==> src/rtl/alu_pkg.sv <==
// Shared definitions for the two-word ALU sequencer: command codes, FSM states,
// result flags and the low-to-high command mapping.
package alu_pkg;

  localparam logic [3:0] CMD_NOP = 4'b0000;
  localparam logic [3:0] CMD_MOV = 4'b0001;
  localparam logic [3:0] CMD_ADD = 4'b0010;
  localparam logic [3:0] CMD_ADC = 4'b0011;
  localparam logic [3:0] CMD_SUB = 4'b0100;
  localparam logic [3:0] CMD_SBC = 4'b0101;
  localparam logic [3:0] CMD_AND = 4'b0110;
  localparam logic [3:0] CMD_ORR = 4'b0111;
  localparam logic [3:0] CMD_EOR = 4'b1000;
  localparam logic [3:0] CMD_MVN = 4'b1001;

  typedef enum logic [1:0] {ST_IDLE, ST_LO, ST_HI, ST_DONE} state_e;

  typedef struct packed {
    logic n;
    logic z;
    logic c;
    logic v;
  } flags_t;

  // The high word always chains the carry, so plain ADD/SUB become ADC/SBC.
  function automatic logic [3:0] hi_cmd(input logic [3:0] cmd);
    case (cmd)
      CMD_ADD, CMD_ADC: hi_cmd = CMD_ADC;
      CMD_SUB, CMD_SBC: hi_cmd = CMD_SBC;
      default:          hi_cmd = cmd;
    endcase
  endfunction

  function automatic logic is_arith(input logic [3:0] cmd);
    is_arith = (cmd == CMD_ADD) || (cmd == CMD_ADC) ||
               (cmd == CMD_SUB) || (cmd == CMD_SBC);
  endfunction

  function automatic logic is_known(input logic [3:0] cmd);
    case (cmd)
      CMD_MOV, CMD_MVN, CMD_ADD, CMD_ADC, CMD_SUB,
      CMD_SBC, CMD_AND, CMD_ORR, CMD_EOR: is_known = 1'b1;
      default:                            is_known = 1'b0;
    endcase
  endfunction

endpackage

==> src/rtl/wide_cmd_map.sv <==
// Combinational command/carry selection for the ALU port in each sequencer state.
module wide_cmd_map
  import alu_pkg::*;
(
  input  state_e     state,
  input  logic [3:0] cmd,
  input  logic       c_lo,
  input  logic       req_cin,
  output logic [3:0] alu_cmd,
  output logic       alu_cin
);

  logic [3:0] hcmd;
  assign hcmd = hi_cmd(cmd);

  always_comb begin
    // NOTE: every output gets a default first so no path through the case infers a latch.
    alu_cmd = CMD_NOP;
    alu_cin = 1'b0;
    unique case (state)
      ST_LO: begin
        alu_cmd = cmd;
        alu_cin = req_cin;
      end
      ST_HI: begin
        alu_cmd = hcmd;
        // Subtract carry out of the ALU is a borrow, so it is inverted before chaining.
        if (hcmd == CMD_ADC)      alu_cin = c_lo;
        else if (hcmd == CMD_SBC) alu_cin = ~c_lo;
      end
      default: ;
    endcase
  end

endmodule

==> src/rtl/alu_wide_seq.sv <==
// Drives a WORD_W-bit ALU twice (low word, then high word with chained carry) to
// produce a 2*WORD_W result with NZCV. Optional feature macro: ALU_SEQ_SINGLE_EN.
module alu_wide_seq
  import alu_pkg::*;
#(
  parameter int WORD_W = 32
) (
  input  logic                clk,
  input  logic                rst,
  input  logic                req_valid,
  output logic                req_ready,
  input  logic [3:0]          req_cmd,
  input  logic [2*WORD_W-1:0] req_a,
  input  logic [2*WORD_W-1:0] req_b,
  input  logic                req_cin,
`ifdef ALU_SEQ_SINGLE_EN
  input  logic                req_single,
`endif
  output logic                rsp_valid,
  input  logic                rsp_ready,
  output logic [2*WORD_W-1:0] rsp_data,
  output logic                rsp_n,
  output logic                rsp_z,
  output logic                rsp_c,
  output logic                rsp_v,
  output logic [WORD_W-1:0]   alu_in1,
  output logic [WORD_W-1:0]   alu_in2,
  output logic                alu_cin,
  output logic [3:0]          alu_cmd,
  input  logic [WORD_W-1:0]   alu_out,
  input  logic                alu_cout,
  input  logic                alu_v,
  input  logic                alu_z
);

  state_e              state_q, state_d;
  logic [3:0]          cmd_q, cmd_d;
  logic [2*WORD_W-1:0] a_q, a_d, b_q, b_d;
  logic                cin_q, cin_d;
  logic [WORD_W-1:0]   res_lo_q, res_lo_d, res_hi_q, res_hi_d;
  logic                c_lo_q, c_lo_d, z_lo_q, z_lo_d;
  flags_t              flags_q, flags_d;
  logic                accept;

`ifdef ALU_SEQ_SINGLE_EN
  logic single_q, single_d;
`else
  logic single_q;
  assign single_q = 1'b0;
`endif

  // Unknown commands are masked to a zero word; only arithmetic reports C and V.
  logic [WORD_W-1:0] word_res;
  logic              word_z, word_c, word_v;
  assign word_res = is_known(cmd_q) ? alu_out : '0;
  assign word_z   = is_known(cmd_q) ? alu_z : 1'b1;
  assign word_c   = is_arith(cmd_q) & alu_cout;
  assign word_v   = is_arith(cmd_q) & alu_v;

  assign accept = req_valid & req_ready;

  always_ff @(posedge clk or posedge rst) begin
    if (rst) begin
      state_q <= ST_IDLE;
    end else begin
      // NOTE: non-blocking so every flop samples pre-edge values regardless of block order.
      state_q <= state_d;
    end
  end

  always_comb begin
    state_d = state_q;
    unique case (state_q)
      ST_IDLE: if (accept) state_d = ST_LO;
      ST_LO:   state_d = single_q ? ST_DONE : ST_HI;
      ST_HI:   state_d = ST_DONE;
      ST_DONE: if (rsp_ready) state_d = ST_IDLE;
      default: state_d = ST_IDLE;
    endcase
  end

  always_comb begin
    req_ready = (state_q == ST_IDLE) && !rst;
    rsp_valid = (state_q == ST_DONE);
    alu_in1   = '0;
    alu_in2   = '0;
    if (state_q == ST_LO) begin
      alu_in1 = a_q[WORD_W-1:0];
      alu_in2 = b_q[WORD_W-1:0];
    end else if (state_q == ST_HI) begin
      alu_in1 = a_q[2*WORD_W-1:WORD_W];
      alu_in2 = b_q[2*WORD_W-1:WORD_W];
    end
  end

  wide_cmd_map u_cmd_map (
    .state   (state_q),
    .cmd     (cmd_q),
    .c_lo    (c_lo_q),
    .req_cin (cin_q),
    .alu_cmd (alu_cmd),
    .alu_cin (alu_cin)
  );

  always_comb begin
    cmd_d    = cmd_q;
    a_d      = a_q;
    b_d      = b_q;
    cin_d    = cin_q;
    res_lo_d = res_lo_q;
    res_hi_d = res_hi_q;
    c_lo_d   = c_lo_q;
    z_lo_d   = z_lo_q;
    flags_d  = flags_q;
`ifdef ALU_SEQ_SINGLE_EN
    single_d = single_q;
    if (accept) single_d = req_single;
`endif
    if (accept) begin
      cmd_d = req_cmd;
      a_d   = req_a;
      b_d   = req_b;
      cin_d = req_cin;
    end
    if (state_q == ST_LO) begin
      res_lo_d = word_res;
      c_lo_d   = alu_cout;
      z_lo_d   = word_z;
      if (single_q) begin
        res_hi_d = '0;
        flags_d  = '{n: word_res[WORD_W-1], z: word_z, c: word_c, v: word_v};
      end
    end else if (state_q == ST_HI) begin
      res_hi_d = word_res;
      flags_d  = '{n: word_res[WORD_W-1], z: z_lo_q & word_z, c: word_c, v: word_v};
    end
  end

  // NOTE: datapath registers are reset as well so the result and flag outputs read zero after rst.
  always_ff @(posedge clk or posedge rst) begin
    if (rst) begin
      cmd_q    <= CMD_NOP;
      a_q      <= '0;
      b_q      <= '0;
      cin_q    <= 1'b0;
      res_lo_q <= '0;
      res_hi_q <= '0;
      c_lo_q   <= 1'b0;
      z_lo_q   <= 1'b0;
      flags_q  <= '0;
`ifdef ALU_SEQ_SINGLE_EN
      single_q <= 1'b0;
`endif
    end else begin
      cmd_q    <= cmd_d;
      a_q      <= a_d;
      b_q      <= b_d;
      cin_q    <= cin_d;
      res_lo_q <= res_lo_d;
      res_hi_q <= res_hi_d;
      c_lo_q   <= c_lo_d;
      z_lo_q   <= z_lo_d;
      flags_q  <= flags_d;
`ifdef ALU_SEQ_SINGLE_EN
      single_q <= single_d;
`endif
    end
  end

  assign rsp_data = {res_hi_q, res_lo_q};
  assign rsp_n    = flags_q.n;
  assign rsp_z    = flags_q.z;
  assign rsp_c    = flags_q.c;
  assign rsp_v    = flags_q.v;

endmodule

==> config.mk <==
export PLATFORM = sky130hd
export DESIGN_NAME = alu_wide_seq
export DESIGN_NICKNAME = d
export VERILOG_FILES = /design/src/rtl/alu_pkg.sv /design/src/rtl/wide_cmd_map.sv /design/src/rtl/alu_wide_seq.sv
export SDC_FILE = /design/constraint.sdc
export NUM_CORES = 1
export LEC_CHECK = 0
export ABC_AREA = 1
export CORE_MARGIN = 5
export CORE_UTILIZATION = 43
export CTS_CLUSTER_SIZE = 40
export DETAILED_ROUTE_END_ITERATION = 10
export MAX_ROUTING_LAYER = met4
export PLACE_DENSITY = 0.87
export RECOVER_POWER = 25
export SYNTH_ARGS = -nofsm -noshare
export SYNTH_HDL_FRONTEND = slang
export SYNTH_HIERARCHICAL = 1
export SYNTH_SLANG_ARGS = --single-unit
==> constraint.sdc <==
create_clock -name clk -period 7.5 [get_ports clk]
set_input_delay 1.5 -clock clk [delete_from_list [all_inputs] [get_ports clk]]
set_output_delay 1.5 -clock clk [all_outputs]
set_load 0.1 [all_outputs]
# Word-level counts from Yosys, hierarchy flattened
# Memory sizes are Yosys's and may differ from the RTL's.
# Index checks and enable logic that the tools add are counted.
[word_totals]
ff_bits = 205
out_inout_bits = 139
mem_bits_ro = 32
input_bits = 172
wordCells = 56
mem_count = 2
[classes]
bitwise = 6
muxes = 14
eq_ne = 11
n_reduce_logical = 10
[mem_list]
columns = ["memory", "depth", "width", "read_ports", "rd_clocked_by_memory_dff", "wr", "line", "rtl"]
rows = [
  ["(no name shown)", 16, 1, 1, 0, 0, "alu_pkg.sv:40", "case (cmd)"],
  ["(no name shown)", 16, 1, 1, 0, 0, "alu_pkg.sv:40", ""],
]
[ops]
columns = ["op", "count"]
rows = [
  ["2-to-1 mux 32 bit", 5],
  ["one-hot mux 4 bit (2 select lines)", 2],
  ["== test 4 x 2 -> 1 bit (second input constant)", 3],
  ["== test 4 x 3 -> 1 bit (second input constant)", 3],
  ["one-hot mux 2 bit (4 select lines)", 1],
  ["AND 1 bit", 4],
  ["== test 2 bit (second input constant)", 2],
  ["2-to-1 mux 2 bit", 2],
  ["AND reduction 2 bit", 2],
  ["OR reduction 2 bit", 2],
  ["logical OR 1 bit", 3],
  ["2-to-1 mux 1 bit", 3],
  ["== test 2 x 1 -> 1 bit (second input constant)", 1],
  ["logical NOT 2 bit", 1],
  ["!= test 2 x 1 -> 1 bit (second input constant)", 1],
  ["!= test 2 bit (second input constant)", 1],
  ["NOT 1 bit", 2],
  ["one-hot mux 1 bit (2 select lines)", 1],
  ["logical AND 1 bit", 1],
  ["logical NOT 1 bit", 1],
]

# Logic depth before layout (Yosys ltp)
[logic_depth]
word_depth = 7
mapped_depth = 8
depth_no_buf = 7

# Cells and area by module
# The synthesis kept the hierarchy.
[modules_own_cells]
columns = ["module", "instances", "cells_each", "seq_area_each_um2", "area_per_inst_um2"]
rows = [
  ["alu_wide_seq", 1, 1017, 5104.9, 8798.4],
  ["wide_cmd_map", 1, 25, 0.0, 128.9],
]

# Worst setup path after synthesis
# OpenSTA, ideal clock, no wires.
[synth_path]
kind = "in2reg"
startpoint = "input port rst"
endpoint = "register b_q[4]"
required_ps = 7376
arrival_ps = 4619
slack_ps = 2757
stages = 6
setup_ps = 124
n_path_buf = 2
path_cell_list = "inv_2 nand3_4 buf_6 buf_4 nor2_1 a21oi_1"
[synth_via]
elab_chain_cells = 3
[synth_lines]
columns = ["item", "line", "rtl"]
rows = [
  ["from (decl)", "alu_wide_seq.sv:9", "input logic rst,"],
  ["logical NOT 1 bit (no line)", "n/a", ""],
  ["logical AND 1 bit", "alu_wide_seq.sv:83", "req_ready = (state_q == ST_IDLE) && !rst;"],
  ["AND 1 bit", "alu_wide_seq.sv:60", "assign accept = req_valid & req_ready;"],
  ["to (signal assigned)", "alu_wide_seq.sv:144", "b_q <= '0;"],
  ["to (signal assigned)", "alu_wide_seq.sv:157", "b_q <= b_d;"],
  ["to (decl)", "alu_wide_seq.sv:38", "logic [2*WORD_W-1:0] a_q, a_d, b_q, b_d;"],
]
# No other way between the ends.
# A chain may end at the register's enable or synchronous reset.

# Worst setup path in the final report
[layout_path]
startpoint = "register state_q[1]"
endpoint = "output port alu_in2[23]"
[layout_via]
elab_chain_cells = 3
elab_cells_between_ends = 4
cone_classes = "eq/ne: 2; mux: 2"
[layout_lines]
columns = ["item", "line", "rtl"]
rows = [
  ["from (decl)", "alu_wide_seq.sv:36", "state_e state_q, state_d;"],
  ["from (signal assigned)", "alu_wide_seq.sv:67", "state_q <= state_d;"],
  ["== test 2 bit", "alu_wide_seq.sv:90", "end else if (state_q == ST_HI) begin"],
  ["2-to-1 mux 32 bit", "alu_wide_seq.sv:90", ""],
  ["2-to-1 mux 32 bit *", "alu_wide_seq.sv:87", "if (state_q == ST_LO) begin"],
  ["to (decl)", "alu_wide_seq.sv:27", "output logic [WORD_W-1:0] alu_in2,"],
]
# Every way passes the cells marked *; elsewhere a longest branch is shown, timed or not.

==> flow_summary_export.csv <==
group,metric,value,unit
cts,cts_tree,"built",
place,io_buffer_count,310,
sta,fin_ws,1.46,ns
grt,overflow,0,
sta,rsz0062_at_grt,"no",
setup_path,path_max_fanout,71,
job,maxCapViolations,1,
sta,tightestPinTransition,1.95,ns
drt,antenna_left,0,
drt,vias,8195,
logic_synthesis,synth-simple-area-share,22.4,%
cts,h-tree-depth,1,
drt,drt_iter0_drc,417,
setup_path,critPathLaunchType,"flip-flop",
logic_synthesis,synth_area,0.00893,mm²
setup_path,crit_required,6.00,ns
cts,cts_max_path_buffers,3,
grt,grt_max_degree,149,
logic_synthesis,ys_seq_area_share,57.2,%
logic_synthesis,ys_types,24,
finish,ff_latch_area,0.00510,mm²
drt,drcViolationCount,0,
die,die_h,154,µm
logic_synthesis,synth-seq-cells,204,
logic_synthesis,synth_compound_area_share,10.0,%
cts,clkTransAtPathRegs,0.06,ns
sta,fin_skew,0.00474,ns
die,die_w,154,µm
grt,track_usage,22.1,%
die,start_util,43.8,%
die,core.rowCount,52,
finish,multi_input_area,0.00298,mm²
place,hpwl,18.7,mm
setup_path,worst_setup_path_end_kind,"primary output",
grt,antenna_found_initial,3,
grt,gr-usage-met2,36.7,%
logic_synthesis,syn-num-nets,1221,
cts,cts_hold_buf,0,
drt,wirelength,26.6,mm
logic_synthesis,syn_avg_cell_area,8.57,µm²
logic_synthesis,syn_inst,1042,
cts,numCtsBuffers,22,
grt,grt_busiest_layer,"met2",
drt,routedWlPerCell,16.6,µm
status,status,"complete, but fails checks",
grt,grt_pass1_wl,42.0,mm
finish,nFillCells,1715,
grt,use_met1,26.9,%
drt,via_per_inst,5.12,
logic_synthesis,synthMuxAreaShare,0,%
logic_synthesis,synth_xor_area_share,0,%
die,die_area,0.0237,mm²
sta,finalSetupTns,0,ns
sta,fmax,165,MHz
sta,min_period_over_period,80.6,%
logic_synthesis,yosys_warnings,6,
place,place_congestion,0.879,
sta,setup_viol,0,
drt,first_pass_iters,5,
cts,cts_root_buf,"clkbuf_16",
place,post-place-ws,1.92,ns
grt,grt_pass1_vias,8185,
cts,post_cts_buffers,0,
cts,clk_latency,0.50,ns
cts,cts_resized,0,
cts,cts.sinks,204,
setup_path,critPathKind,"flip-flop to primary output",
finish,area.growth.synth_to_final,43.4,%
sta,fin_crit,6.04,ns
finish,nets,1491,
sta,finalHoldViolCount,0,
grt,met3_usage,4.78,%
logic_synthesis,synth_top_family_by_area,"simple AND/OR/NAND/NOR gates",
logic_synthesis,synthAdderAreaFrac,0.981,%
min_path,hp-class,"flip-flop to flip-flop",
die,core_area,0.0204,mm²
die,io_pins,311,
setup_path,worstPathArrival,4.54,ns
sta,maxSlewViolCount,65,
sta,slew_headroom,-30.2,%
status,violations,"max-capacitance violations, max-slew violations",
finish,drive_above_1_share,3.92,%
[state kept, by name, summed over array words and instances, names as in the netlist]
| signal | count |
|---|---|
| z_lo_q | 1 |
| res_lo_q | 32 |
| rsp_c | 1 |
| c_lo_q | 1 |
| rsp_z | 1 |
| rsp_v | 1 |
| b_q | 64 |
| a_q | 64 |
| state_q | 2 |
| res_hi_q | 32 |
| cin_q | 1 |
| cmd_q | 4 |
[cell families (layout without fill, tap and decap cells)]
kind of cell / Yosys count / in the layout
AO/OA/AOI/OAI: 169 / 169
adder cells (fa/ha/maj): 7 / 7
buffers and inverters: 184 / 470
flip-flops: 204 / 204
other: 0 / 4
AND/OR/NAND/NOR: 478 / 478
[final timing paths]
path / from / end / cells past startpoint / slack, ns
min in group asynchronous: rst / a_q[9] / 2 / 1.75
worst max register to register: cmd_q[1] / res_hi_q[7] / 5 / 4.76
worst max-delay path: state_q[1] / alu_in2[23] / 7 / 1.46
max in group asynchronous: rst / b_q[34] / 3 / 4.32
worst min register to register: res_hi_q[29] / res_hi_q[29] / 2 / 0.48
worst min-delay path: res_hi_q[29] / res_hi_q[29] / 2 / 0.48
[area by class of cell]
cell class / count / share of cell area [%]
Antenna cell: 4 / 0.0782
Clock buffer: 31 / 5.12
Clock inverter: 9 / 0.938
Inverter: 113 / 3.39
Multi-Input combinational cell: 654 / 23.2
Sequential cell: 204 / 39.9
Tap cell: 270 / 2.64
Timing Repair Buffer: 317 / 24.7
[synth_stat cells]
cell | number | share of area (%)
nand4_1 | 1 | 0.070
clkbuf_1 | 11 | 0.46
o22ai_1 | 31 | 2.2
ha_1 | 7 | 0.98
nor2_4 | 1 | 0.13
o21bai_1 | 1 | 0.084
a21oi_1 | 97 | 5.4
nand2_1 | 231 | 9.7
buf_2 | 30 | 1.7
clkinv_1 | 1 | 0.042
nand2_2 | 1 | 0.070
buf_6 | 8 | 1.0
o21ai_1 | 1 | 0.056
o21ai_0 | 37 | 2.1
a21oi_2 | 2 | 0.20
inv_2 | 2 | 0.084
dfrtp_1 | 204 | 57
buf_1 | 7 | 0.29
nand3_1 | 138 | 7.7
nand3_4 | 1 | 0.20
nor2_1 | 104 | 4.4
or2_2 | 1 | 0.070
inv_1 | 110 | 4.6
buf_4 | 15 | 1.3
[worst max-delay path, stage by stage, from the launching register on]
cell and delay, ns:
dfrtp_1 0.46, inv_1 0.09, ha_1 0.18, buf_4 0.26
inv_4 0.58, nand2_1 0.85, o22ai_1 0.39, clkdlybuf4s50_1 1.21
[cell usage in the layout, fill, tap and decap left out, drive strengths merged]
master / n
clkdlybuf4s50: 309
nand2: 232
dfrtp: 204
nand3: 139
inv: 112
nor2: 105
a21oi: 99
o21ai: 38
o22ai: 31
clkbuf: 31
ha: 7
clkinv: 7
buf: 7
diode: 4
bufinv: 3
or2: 1
dlygate4sd3: 1
o21bai: 1
nand4: 1
[through the flow]
stage / util (%) / hold WS (ns) / cell area [µm²] / cells
2_1_floorplan: - / 0.449 / 8930 / 1042
3_3_place_gp: 59.0 / 0.461 / 12000 / 1558
3_5_place_dp: 59.0 / 0.464 / 12000 / 1558
4_1_cts: 62.8 / 0.481 / 12800 / 1598
5_1_grt: 62.9 / 0.497 / 12800 / 1601
6_report: 62.9 / 0.476 / 12800 / 1602
[per-layer routing]
| metal | share of wire (%) | wire [µm] | vias to the layer above |
|---|---|---|---|
| met5 | 0 | 0 | - |
| met2 | 49 | 13000 | 366 |
| met4 | 3.8 | 1010 | 0 |
| li1 | - | - | 3868 |
| met3 | 8.3 | 2220 | 68 |
| met1 | 39 | 10400 | 3893 |
Power is left out: the tool's default activity adds up to more than one toggle a clock period on the data nets, which glitch-free logic cannot reach.
